`src/rtl/usb_tx_pkg.sv`:
```
// Shared types and helpers for the USB transmit hex formatter: FSM encoding,
// ASCII terminator constants and the nibble-to-ASCII map.
package usb_tx_pkg;

  typedef enum logic [2:0] {
    ST_IDLE,
    ST_LOAD,
    ST_WAIT_DONE,
    ST_STROBE,
    ST_RELEASE,
    ST_GAP
  } tx_state_e;

  localparam logic [7:0] ASCII_CR = 8'h0D;
  localparam logic [7:0] ASCII_LF = 8'h0A;

  // Uppercase hex digit for one nibble.
  function automatic logic [7:0] hex_ascii(input logic [3:0] nib);
    if (nib < 4'd10) return 8'h30 + {4'h0, nib};
    return 8'h41 + ({4'h0, nib} - 8'd10);
  endfunction

endpackage

```
`src/rtl/usb_tx_fifo.sv`:
```
// Synchronous word FIFO with extra-MSB pointers; writes are refused when full
// and reads when empty, independent of what the other side does that cycle.
module usb_tx_fifo #(
  parameter int WIDTH = 32,
  parameter int DEPTH = 4
) (
  input  logic             clk_i,
  input  logic             reset_i,
  input  logic             push_i,
  input  logic [WIDTH-1:0] wdata_i,
  input  logic             pop_i,
  output logic [WIDTH-1:0] rdata_o,
  output logic             full_o,
  output logic             empty_o
);

  localparam int AW = $clog2(DEPTH);

  logic [AW:0]      wr_ptr_q, wr_ptr_d;
  logic [AW:0]      rd_ptr_q, rd_ptr_d;
  logic [WIDTH-1:0] mem_q [DEPTH];
  logic             push_ok;
  logic             pop_ok;

  assign full_o  = (wr_ptr_q[AW] != rd_ptr_q[AW]) &&
                   (wr_ptr_q[AW-1:0] == rd_ptr_q[AW-1:0]);
  assign empty_o = (wr_ptr_q == rd_ptr_q);
  assign push_ok = push_i && !full_o;
  assign pop_ok  = pop_i && !empty_o;
  assign rdata_o = mem_q[rd_ptr_q[AW-1:0]];

  always_comb begin
    wr_ptr_d = wr_ptr_q;
    rd_ptr_d = rd_ptr_q;
    if (push_ok) wr_ptr_d = wr_ptr_q + 1'b1;
    if (pop_ok)  rd_ptr_d = rd_ptr_q + 1'b1;
  end

  always_ff @(posedge clk_i) begin
    if (reset_i) begin
      wr_ptr_q <= '0;
      rd_ptr_q <= '0;
    end else begin
      wr_ptr_q <= wr_ptr_d;
      rd_ptr_q <= rd_ptr_d;
    end
  end

  // Storage needs no reset: the pointers alone define what is valid.
  always_ff @(posedge clk_i) begin
    if (push_ok) mem_q[wr_ptr_q[AW-1:0]] <= wdata_i;
  end

endmodule

```
`src/rtl/usb_tx_hex_formatter.sv`:
```
// Renders FIFO-buffered 32-bit words as uppercase ASCII hex bytes for the USB
// serial wrapper's strobe protocol. Define USB_TX_CRLF_EN to append CR LF.
//
// state     | meaning
// IDLE      | waiting for a word in the FIFO
// LOAD      | present the current character on usb_tx_data
// WAIT_DONE | wait for the wrapper to report idle
// STROBE    | enable high for ENABLE_CYCLES
// RELEASE   | enable low, wait out synchronizer latency and done_s
// GAP       | enforced idle time before the next byte
module usb_tx_hex_formatter
  import usb_tx_pkg::*;
#(
  parameter int FIFO_DEPTH    = 4,
  parameter int ENABLE_CYCLES = 2,
  parameter int GAP_CYCLES    = 16
) (
  input  logic        clk_16mhz,
  input  logic        reset,
  input  logic [31:0] in_data,
  input  logic        in_valid,
  output logic        in_ready,
  output logic [7:0]  usb_tx_data,
  output logic        usb_tx_enable,
  input  logic        usb_tx_done,
  output logic        busy
);

`ifdef USB_TX_CRLF_EN
  localparam logic [3:0] LAST_IDX = 4'd9;
`else
  localparam logic [3:0] LAST_IDX = 4'd7;
`endif
  localparam logic [1:0] STROBE_LOAD  = 2'(ENABLE_CYCLES - 1);
  localparam logic [1:0] RELEASE_LOAD = 2'd2;
  localparam logic [7:0] GAP_LOAD     = (GAP_CYCLES == 0) ? 8'd0 : 8'(GAP_CYCLES - 1);

  tx_state_e   state_q, state_d;
  logic [31:0] word_q, word_d;
  logic [3:0]  idx_q, idx_d;
  logic [7:0]  data_q, data_d;
  logic [1:0]  cnt_q, cnt_d;
  logic [7:0]  gap_q, gap_d;
  logic        enable_q, enable_d;
  logic        done_meta_q, done_s_q;
  logic [7:0]  cur_char;

  logic        fifo_full;
  logic        fifo_empty;
  logic        fifo_pop;
  logic [31:0] fifo_rdata;

  usb_tx_fifo #(
    .WIDTH (32),
    .DEPTH (FIFO_DEPTH)
  ) u_fifo (
    .clk_i   (clk_16mhz),
    .reset_i (reset),
    .push_i  (in_valid && in_ready),
    .wdata_i (in_data),
    .pop_i   (fifo_pop),
    .rdata_o (fifo_rdata),
    .full_o  (fifo_full),
    .empty_o (fifo_empty)
  );

  assign in_ready      = !fifo_full;
  assign busy          = !fifo_empty || (state_q != ST_IDLE);
  assign usb_tx_data   = data_q;
  assign usb_tx_enable = enable_q;

  // The word shifts left one nibble per byte, so the top nibble is always current.
  always_comb begin
    cur_char = hex_ascii(word_q[31:28]);
`ifdef USB_TX_CRLF_EN
    if (idx_q == 4'd8)      cur_char = ASCII_CR;
    else if (idx_q == 4'd9) cur_char = ASCII_LF;
`endif
  end

  always_comb begin
    state_d  = state_q;
    word_d   = word_q;
    idx_d    = idx_q;
    data_d   = data_q;
    cnt_d    = cnt_q;
    gap_d    = gap_q;
    fifo_pop = 1'b0;
    case (state_q)
      ST_IDLE: begin
        if (!fifo_empty) begin
          fifo_pop = 1'b1;
          word_d   = fifo_rdata;
          idx_d    = 4'd0;
          state_d  = ST_LOAD;
        end
      end
      ST_LOAD: begin
        data_d  = cur_char;
        state_d = ST_WAIT_DONE;
      end
      ST_WAIT_DONE: begin
        if (done_s_q) begin
          cnt_d   = STROBE_LOAD;
          state_d = ST_STROBE;
        end
      end
      ST_STROBE: begin
        // Fixed-width pulse; done_s is deliberately ignored here.
        if (cnt_q == 2'd0) begin
          cnt_d   = RELEASE_LOAD;
          state_d = ST_RELEASE;
        end else begin
          cnt_d = cnt_q - 2'd1;
        end
      end
      ST_RELEASE: begin
        if (cnt_q != 2'd0) begin
          cnt_d = cnt_q - 2'd1;
        end else if (done_s_q) begin
          gap_d   = GAP_LOAD;
          state_d = ST_GAP;
        end
      end
      ST_GAP: begin
        if (gap_q != 8'd0) begin
          gap_d = gap_q - 8'd1;
        end else if (idx_q == LAST_IDX) begin
          state_d = ST_IDLE;
        end else begin
          idx_d   = idx_q + 4'd1;
          word_d  = {word_q[27:0], 4'h0};
          state_d = ST_LOAD;
        end
      end
      default: state_d = ST_IDLE;
    endcase
    enable_d = (state_d == ST_STROBE);
  end

  always_ff @(posedge clk_16mhz) begin
    if (reset) begin
      state_q     <= ST_IDLE;
      word_q      <= '0;
      idx_q       <= '0;
      data_q      <= '0;
      cnt_q       <= '0;
      gap_q       <= '0;
      enable_q    <= 1'b0;
      done_meta_q <= 1'b0;
      done_s_q    <= 1'b0;
    end else begin
      state_q     <= state_d;
      word_q      <= word_d;
      idx_q       <= idx_d;
      data_q      <= data_d;
      cnt_q       <= cnt_d;
      gap_q       <= gap_d;
      enable_q    <= enable_d;
      done_meta_q <= usb_tx_done;
      done_s_q    <= done_meta_q;
    end
  end

endmodule
```
`config.mk`:
```
export PLATFORM = sky130hd
export DESIGN_NAME = usb_tx_hex_formatter
export DESIGN_NICKNAME = d
export VERILOG_FILES = /design/src/rtl/usb_tx_pkg.sv /design/src/rtl/usb_tx_fifo.sv /design/src/rtl/usb_tx_hex_formatter.sv
export SDC_FILE = /design/constraint.sdc
export NUM_CORES = 1
export LEC_CHECK = 0
export ABC_AREA = 1
export CAP_MARGIN = 20
export CORE_MARGIN = 3
export CORE_UTILIZATION = 40
export CTS_BUF_LIST = sky130_fd_sc_hd__clkbuf_16
export DETAILED_ROUTE_END_ITERATION = 12
export SKIP_CTS_REPAIR_TIMING = 1
export SLEW_MARGIN = 20
export SYNTH_ARGS = -nofsm -noshare
export SYNTH_HDL_FRONTEND = slang
export SYNTH_SLANG_ARGS = --single-unit
```
`constraint.sdc`:
```
create_clock -name clk_16mhz -period 3.5 [get_ports clk_16mhz]
set_clock_uncertainty 0.2 [all_clocks]
set_input_delay 0.525 -clock clk_16mhz [delete_from_list [all_inputs] [get_ports clk_16mhz]]
set_output_delay 0.525 -clock clk_16mhz [all_outputs]
set_load 0.01 [all_outputs]
```
==> summary.md, run 1 <==
| Metric | Value |
|---|---|
| Warnings from Yosys | `0` |
| Total global routing overflow | `0` |
| R2R cell count | `8` |
| Sequential share of the synthesized area | `62.25%` |
| CTS tree | `built` |
| Grt peak-use layer | `met2` |
| Pwr Density | `around 740 nW/um^2` |
| Most frequent cell after synthesis | `nor2_1` |
| Avg WL per Cell | `approximately 14 um` |
| Share of layout cells above drive strength 1 | `under 10%` |
| Post-synthesis simple-gate area fraction | `19.51%` |
| Final ANT Viol Nets | `0` |
| Initial core utilization | `~41%` |
| Required @ worst endpoint | `~2800 ps` |
| Worst setup path category | `flop to primary output` |
| Via count | `5,819` |
| CTS buffer count | `17` |
| Number of H-tree levels | `4` |
| Worst vdd ir | `roughly 0.45 mV` |
| Hold Path Class | `flop to flop` |
| Met2 Use GR | `between 20% and 30%` |
| Worst Hold Path Cells | `2` |
| Startpoint Class | `flop` |
| Number of global-route vias before repair | `around 5,400` |
| Synth Area in Adders | `under 10%` |
| Commonest cells post-synth | `nor2_1 (200), nand2_1 (176), edfxtp_1 (128), o21ai_0 (84)` |
| Min cycle time layout | `2696 ps` |
| Crit end category | `primary output` |
| Die H | `about 150 um` |
| Slew headroom | `35.09%` |
| Area Overhead vs Synth | `15.74%` |
| Largest net degree at the start of global routing | `65` |
| DP HPWL | `around 10,000 um` |
| Final setup vio count | `0` |
| Met1 Usage GRT | `between 20% and 30%` |
| Root buffer cell | `clkbuf_16` |
| Placement Cell Area | `about 9100 um^2` |
| Post-synthesis async set-or-reset flop share | `0%` |
| Synth Area in Compound Gates | `about a tenth` |
| Final-report hold violation count | `0` |
| Drt pass-1 iters | `4` |
| Worst-path clk slew | `70 ps` |
| Die ar. | `22,590 um^2` |
| GRT met3 Usage | `~3.7%` |
| Synth cell types | `34` |
| Max Cap Viol | `0` |
| Top area cells in the synthesized netlist | `edfxtp_1 (46%), dfxtp_1 (16%), nor2_1 (9.0%)` |
| Routability Congestion | `~0.79` |
| Static leakage | `about 3.8 nW` |
| Area share of the largest cell type after synthesis | `a little under half` |
| Syn_nets | `approximately 950` |
| Initial antenna violation count | `0` |
| I/O Pins | `47` |
| Horiz. Die Dim | `150.3 um` |
| Fmax | `~370 MHz` |
| Post-Syn Area per Cell | `9.306 um^2` |
| Global Route Usage Sum | `15.84%` |
| RSZ-0062 raised after global routing | `no` |
| Port Buffers | `45` |
| Final Cycle Share | `77.02%` |
| Vias per cell | `around 4.8` |
| Cell taking the most area after synthesis | `edfxtp_1` |
| Placement Rows | `52` |
| First-pass GRT wire length | `roughly 28,000 um` |
| Setup TNS | `0 ps` |
| Fin nets | `a little under 1,000` |
| Clock Latency Late Sink | `430 ps` |
| Clk buf depth | `2` |
| Core area | `20,360 um^2` |
| Diode count | `0` |
| Pins over their slew limit | `0` |
| Most used DFF post-synth | `edfxtp_1` |
| Clk sinks | `just under 200` |
| Drt total wl | `around 17,000 um` |
| DR iter-0 viols | `about 430` |
| Post-synth EDFFs | `128` |
| Finished Cell Area | `9641 um^2` |
| CP max FO | `6` |
| Least-Margin Pin Slew | `973.7 ps` |
| Outcome | `complete, no violations` |
| Yosys reg bits | `195` |
| Post-synthesis mux area share | `0%` |
| Remaining DRCs | `0` |
| Crit path DAT | `slightly below 2000 ps` |
| Area of the mapped netlist | `roughly 8300 um^2` |
| Xor/xnor share of the synthesized area | `0.8412%` |
| Largest family of logic cells by synthesized area | `simple AND/OR/NAND/NOR gates` |
| Post-Syn Instances | `895` |
-- flip-flops by register name, summed over array words and instances, names as in the netlist, 2 cells and up, named ones only --
signal           flops
u_fifo.mem_q       128
word_q              32
gap_q                8
usb_tx_data          7
cnt_q                2
u_fifo.wr_ptr_q      3
state_q              3
idx_q                4
u_fifo.rd_ptr_q      3
-- critical path: stages, from the launching register on --
cell and delay, ps:
dfxtp_1 430, inv_2 80, nand2_1 60, nand2_1 40
nor2_1 180, nand3_2 210, clkdlybuf4s50_1 530
-- cell families (layout without fill, tap and decap cells) --
kind of cell | count (synthesis) | in the layout
simple gates | 409 | 409
flops | 195 | 195
compound gates | 154 | 154
buf+inv | 114 | 165
fa+ha+maj | 14 | 14
xor+xnor | 8 | 8
other cells | 1 | 1
-- report_power, final --
| part | internal [W] | total (W) | switching (W) |
|---|---|---|---|
| clock | 0.00100 | 0.00190 | 0.000894 |
| combinational | 0.000780 | 0.00235 | 0.00157 |
| sequential | 0.00278 | 0.00290 | 0.000122 |
| total | 0.00456 | 0.00715 | 0.00259 |
-- through the flow --
step / total power (W) / utilization (%) / setup slack [ps] / hold WS [ps] / std cells
detailed placement: 0.005325 / 44.54 / 831.0 / 199.9 / 1184
global placement: 0.005299 / 44.54 / 857.0 / 194.7 / 1184
CTS: 0.007227 / 47.34 / 752.9 / 212.2 / 1216
floorplan: 0.004772 / - / 550.4 / 188.3 / 895
finish: 0.007153 / 47.34 / 804.3 / 208.8 / 1216
global route: 0.007704 / 47.34 / 638.0 / 248.0 / 1216
-- area by class of cell --
type	count	area [um^2]
clock inverter	15	143.9
sequential	195	5186
inverter	75	281.5
multi-input combinational	586	2693
timing repair buffer	58	573.1
fill	1893	10720
clock buffer	17	425.4
tap	270	337.8
-- cell usage in the layout, fill, tap and decap left out, drive strengths merged --
| cell type | Yosys | final |
|---|---|---|
| a21oi | 31 | 31 |
| a31o | 1 | 1 |
| a31oi | 3 | 3 |
| buf | 18 | 13 |
| bufinv | 0 | 1 |
| clkbuf | 21 | 17 |
| clkdlybuf4s50 | 0 | 45 |
| clkinv | 2 | 7 |
| clkinvlp | 0 | 1 |
| conb | 1 | 1 |
| dfxtp | 67 | 67 |
| edfxtp | 128 | 128 |
| ha | 14 | 14 |
| inv | 73 | 81 |
| nand2 | 178 | 178 |
| nand2b | 1 | 1 |
| nand3 | 15 | 15 |
| nand4 | 7 | 7 |
| nor2 | 202 | 202 |
| nor3 | 5 | 5 |
| o211ai | 2 | 2 |
| o21ai | 113 | 113 |
| o22ai | 4 | 4 |
| or2 | 1 | 1 |
| xnor2 | 2 | 2 |
| xor2 | 6 | 6 |
-- final timing paths --
check | to | startpoint | slack, ps
setup reg to reg | word_q[19] | state_q[1] | 1060
hold / removal | done_s_q | done_meta_q | 210
hold reg to reg | done_s_q | done_meta_q | 210
setup / recovery | busy | u_fifo.wr_ptr_q[0] | 800
-- routing by layer --
layer / share of wire, % / vias to the layer above
li1: - / 3016
met1: 48 / 2676
met2: 46 / 106
met3: 4.0 / 21
met4: 1.4 / 0
met5: 0 / -
Note: power is estimated with default switching activity, not from simulation.
==> run 2: changes to the inputs <==
Clock period 3.5 ns to 2.5 ns, I/O delays scaled along.
==> summary.md, run 2 (synthesis results as in run 1) <==
| Metric | Value |
|---|---|
| Fmax | `roughly 420 MHz` |
| R2R cell count | `5` |
| CP cell instances | `inv_2, nand2_1, nand2_1, nor2_2, nand2b_1, clkdlybuf4s50_1` |
| Least-Margin Pin Slew | `between 600 and 700 ps` |
| Finished Layout Cells | `1,220` |
| Final-report hold violation count | `0` |
| Avg WL per Cell | `about 14 um` |
| DP HPWL | `10,480 um` |
| Die H | `between 150 and 200 um` |
| Clock Latency Late Sink | `around 430 ps` |
| Via count | `5,768` |
| Final Cycle Share | `between 90% and 100%` |
| Number of H-tree levels | `4` |
| Multi-input gate area | `between 2000 and 3000 um^2` |
| Crit path capture | `in_ready` |
| I/O Pins | `47` |
| Clk sinks | `roughly 200` |
| WHS | `between 200 and 250 ps` |
| Critical Path Stages | `6` |
| Fin nets | `roughly 990` |
| Share of layout cells above drive strength 1 | `7.158%` |
| Commonest non-fill, non-tap cell in the layout | `nor2_1` |
| Clk buf depth | `2` |
| FF-to-FF Start | `u_fifo.wr_ptr_q[2]` |
| Placement Rows | `52` |
| CTS buffer count | `17` |
| Horiz. Die Dim | `between 150 and 200 um` |
| RSZ-0062 raised after global routing | `no` |
| Min cycle time layout | `between 2000 and 2500 ps` |
| Pins over their slew limit | `0` |
| Global Route Usage Sum | `15.45%` |
| CP max FO | `5` |
| Buf+Inv Stages, Crit Path | `2` |
| Static leakage | `3.852 nW` |
| Worst setup path category | `flop to primary output` |
| Core area | `20,360 um^2` |
| Port Buffers | `45` |
| Routability Congestion | `roughly 0.77` |
| Drt total wl | `16,570 um` |
| DR iter-0 viols | `344` |
| Crit path DAT | `roughly 1800 ps` |
| Diode count | `0` |
| Final setup vio count | `0` |
| Worst stage delay on the critical path | `between 400 and 500 ps` |
| Remaining DRCs | `0` |
| Worst r2r dst | `u_fifo.mem_q[2][8]` |
| Commonest cells after routing, fill and taps aside | `nor2_1 (195), nand2_1 (176), edfxtp_1 (128)` |
| Worst setup path startpoint | `u_fifo.wr_ptr_q[1]` |
| Largest net degree at the start of global routing | `65` |
| Worst-path clk slew | `70 ps` |
| Outcome | `complete, no violations` |
| Setup slack, reg-to-reg | `450 ps` |
| Initial antenna violation count | `0` |
| Pwr Density | `about 1000 nW/um^2` |
| Startpoint Class | `flop` |
| Crit path max-delay family | `buffers and inverters` |
| CTS tree | `built` |
| Max reg flops | `128` |
| Crit end category | `primary output` |
| First-pass GRT wire length | `27,080 um` |
| Drt pass-1 iters | `5` |
| FF/Latch Area | `roughly 5200 um^2` |
| Final ANT Viol Nets | `0` |
| CP max stage cell | `clkdlybuf4s50_1` |
| Placed insts | `roughly 1,200` |
| Slew headroom | `54.53%` |
| Total global routing overflow | `0` |
| Root buffer cell | `clkbuf_16` |
| Fill count | `roughly 1,900` |
| Initial core utilization | `approximately 41%` |
| Die ar. | `22,590 um^2` |
| Required @ worst endpoint | `between 1500 and 2000 ps` |
| Max Cap Viol | `0` |
| Number of global-route vias before repair | `about 5,200` |
| Worst path most repeated cell | `nand2_1` |
| Hold Path Class | `flop to flop` |
| Area Overhead vs Synth | `17.00%` |
| Vias per cell | `between 4 and 5` |
| Worst vdd ir | `around 0.6 mV` |
[run 2: power breakdown]
part,switching [W],leakage (nW),internal (W)
combinational,0.00221,1.84,0.00120
clock,0.00122,0.284,0.00150
sequential,0.000172,1.73,0.00389
total,0.00360,3.85,0.00659
[run 2: cell type report]
type	instances	area share, %
clock inverter	15	1.708
multi-input combinational	586	27.65
inverter	75	2.889
clock buffer	17	4.365
tap	270	3.466
timing repair buffer	62	6.702
sequential	195	53.22
[run 2: worst min path at each step]
| stage | start | cells after the start | endpoint |
|---|---|---|---|
| final | done_meta_q | 2 | done_s_q |
| after global routing | done_meta_q | 2 | done_s_q |
| after CTS | done_meta_q | 2 | done_s_q |
| after detailed placement | done_meta_q | 2 | done_s_q |
| after global placement | done_meta_q | 2 | done_s_q |
| after floorplan | done_meta_q | 2 | done_s_q |
[run 2: metal layers]
metal	up-vias	part of all wire [%]	global-route usage [%]
met3	12	4.0	3.281
met2	108	47	24.92
met4	0	0.92	4.437
li1	3017	-	-
met1	2631	48	21.15
met5	-	0	0
[run 2: metrics by stage]
stage / total power (W) / setup slack (ps) / util [%] / instance area, um^2 / setup TNS (ps)
final: 0.01019 / 146.0 / 47.86 / 9746 / 0
after floorplan: 0.006681 / -449.6 / - / 8329 / -57550
after detailed placement: 0.007544 / 358.6 / 44.90 / 9144 / 0
after CTS: 0.01028 / -64.27 / 47.81 / 9736 / -64.27
after global routing: 0.01101 / 50.27 / 47.86 / 9746 / 0
after global placement: 0.007508 / 358.8 / 44.90 / 9144 / 0
[run 2: worst register-to-register path, cell delays in order, from the launching register on]
cell and delay [ps]:
dfxtp_1 330, xnor2_1 260, nand2b_1 180, nand2_1 300
nor2_4 210, buf_12 230
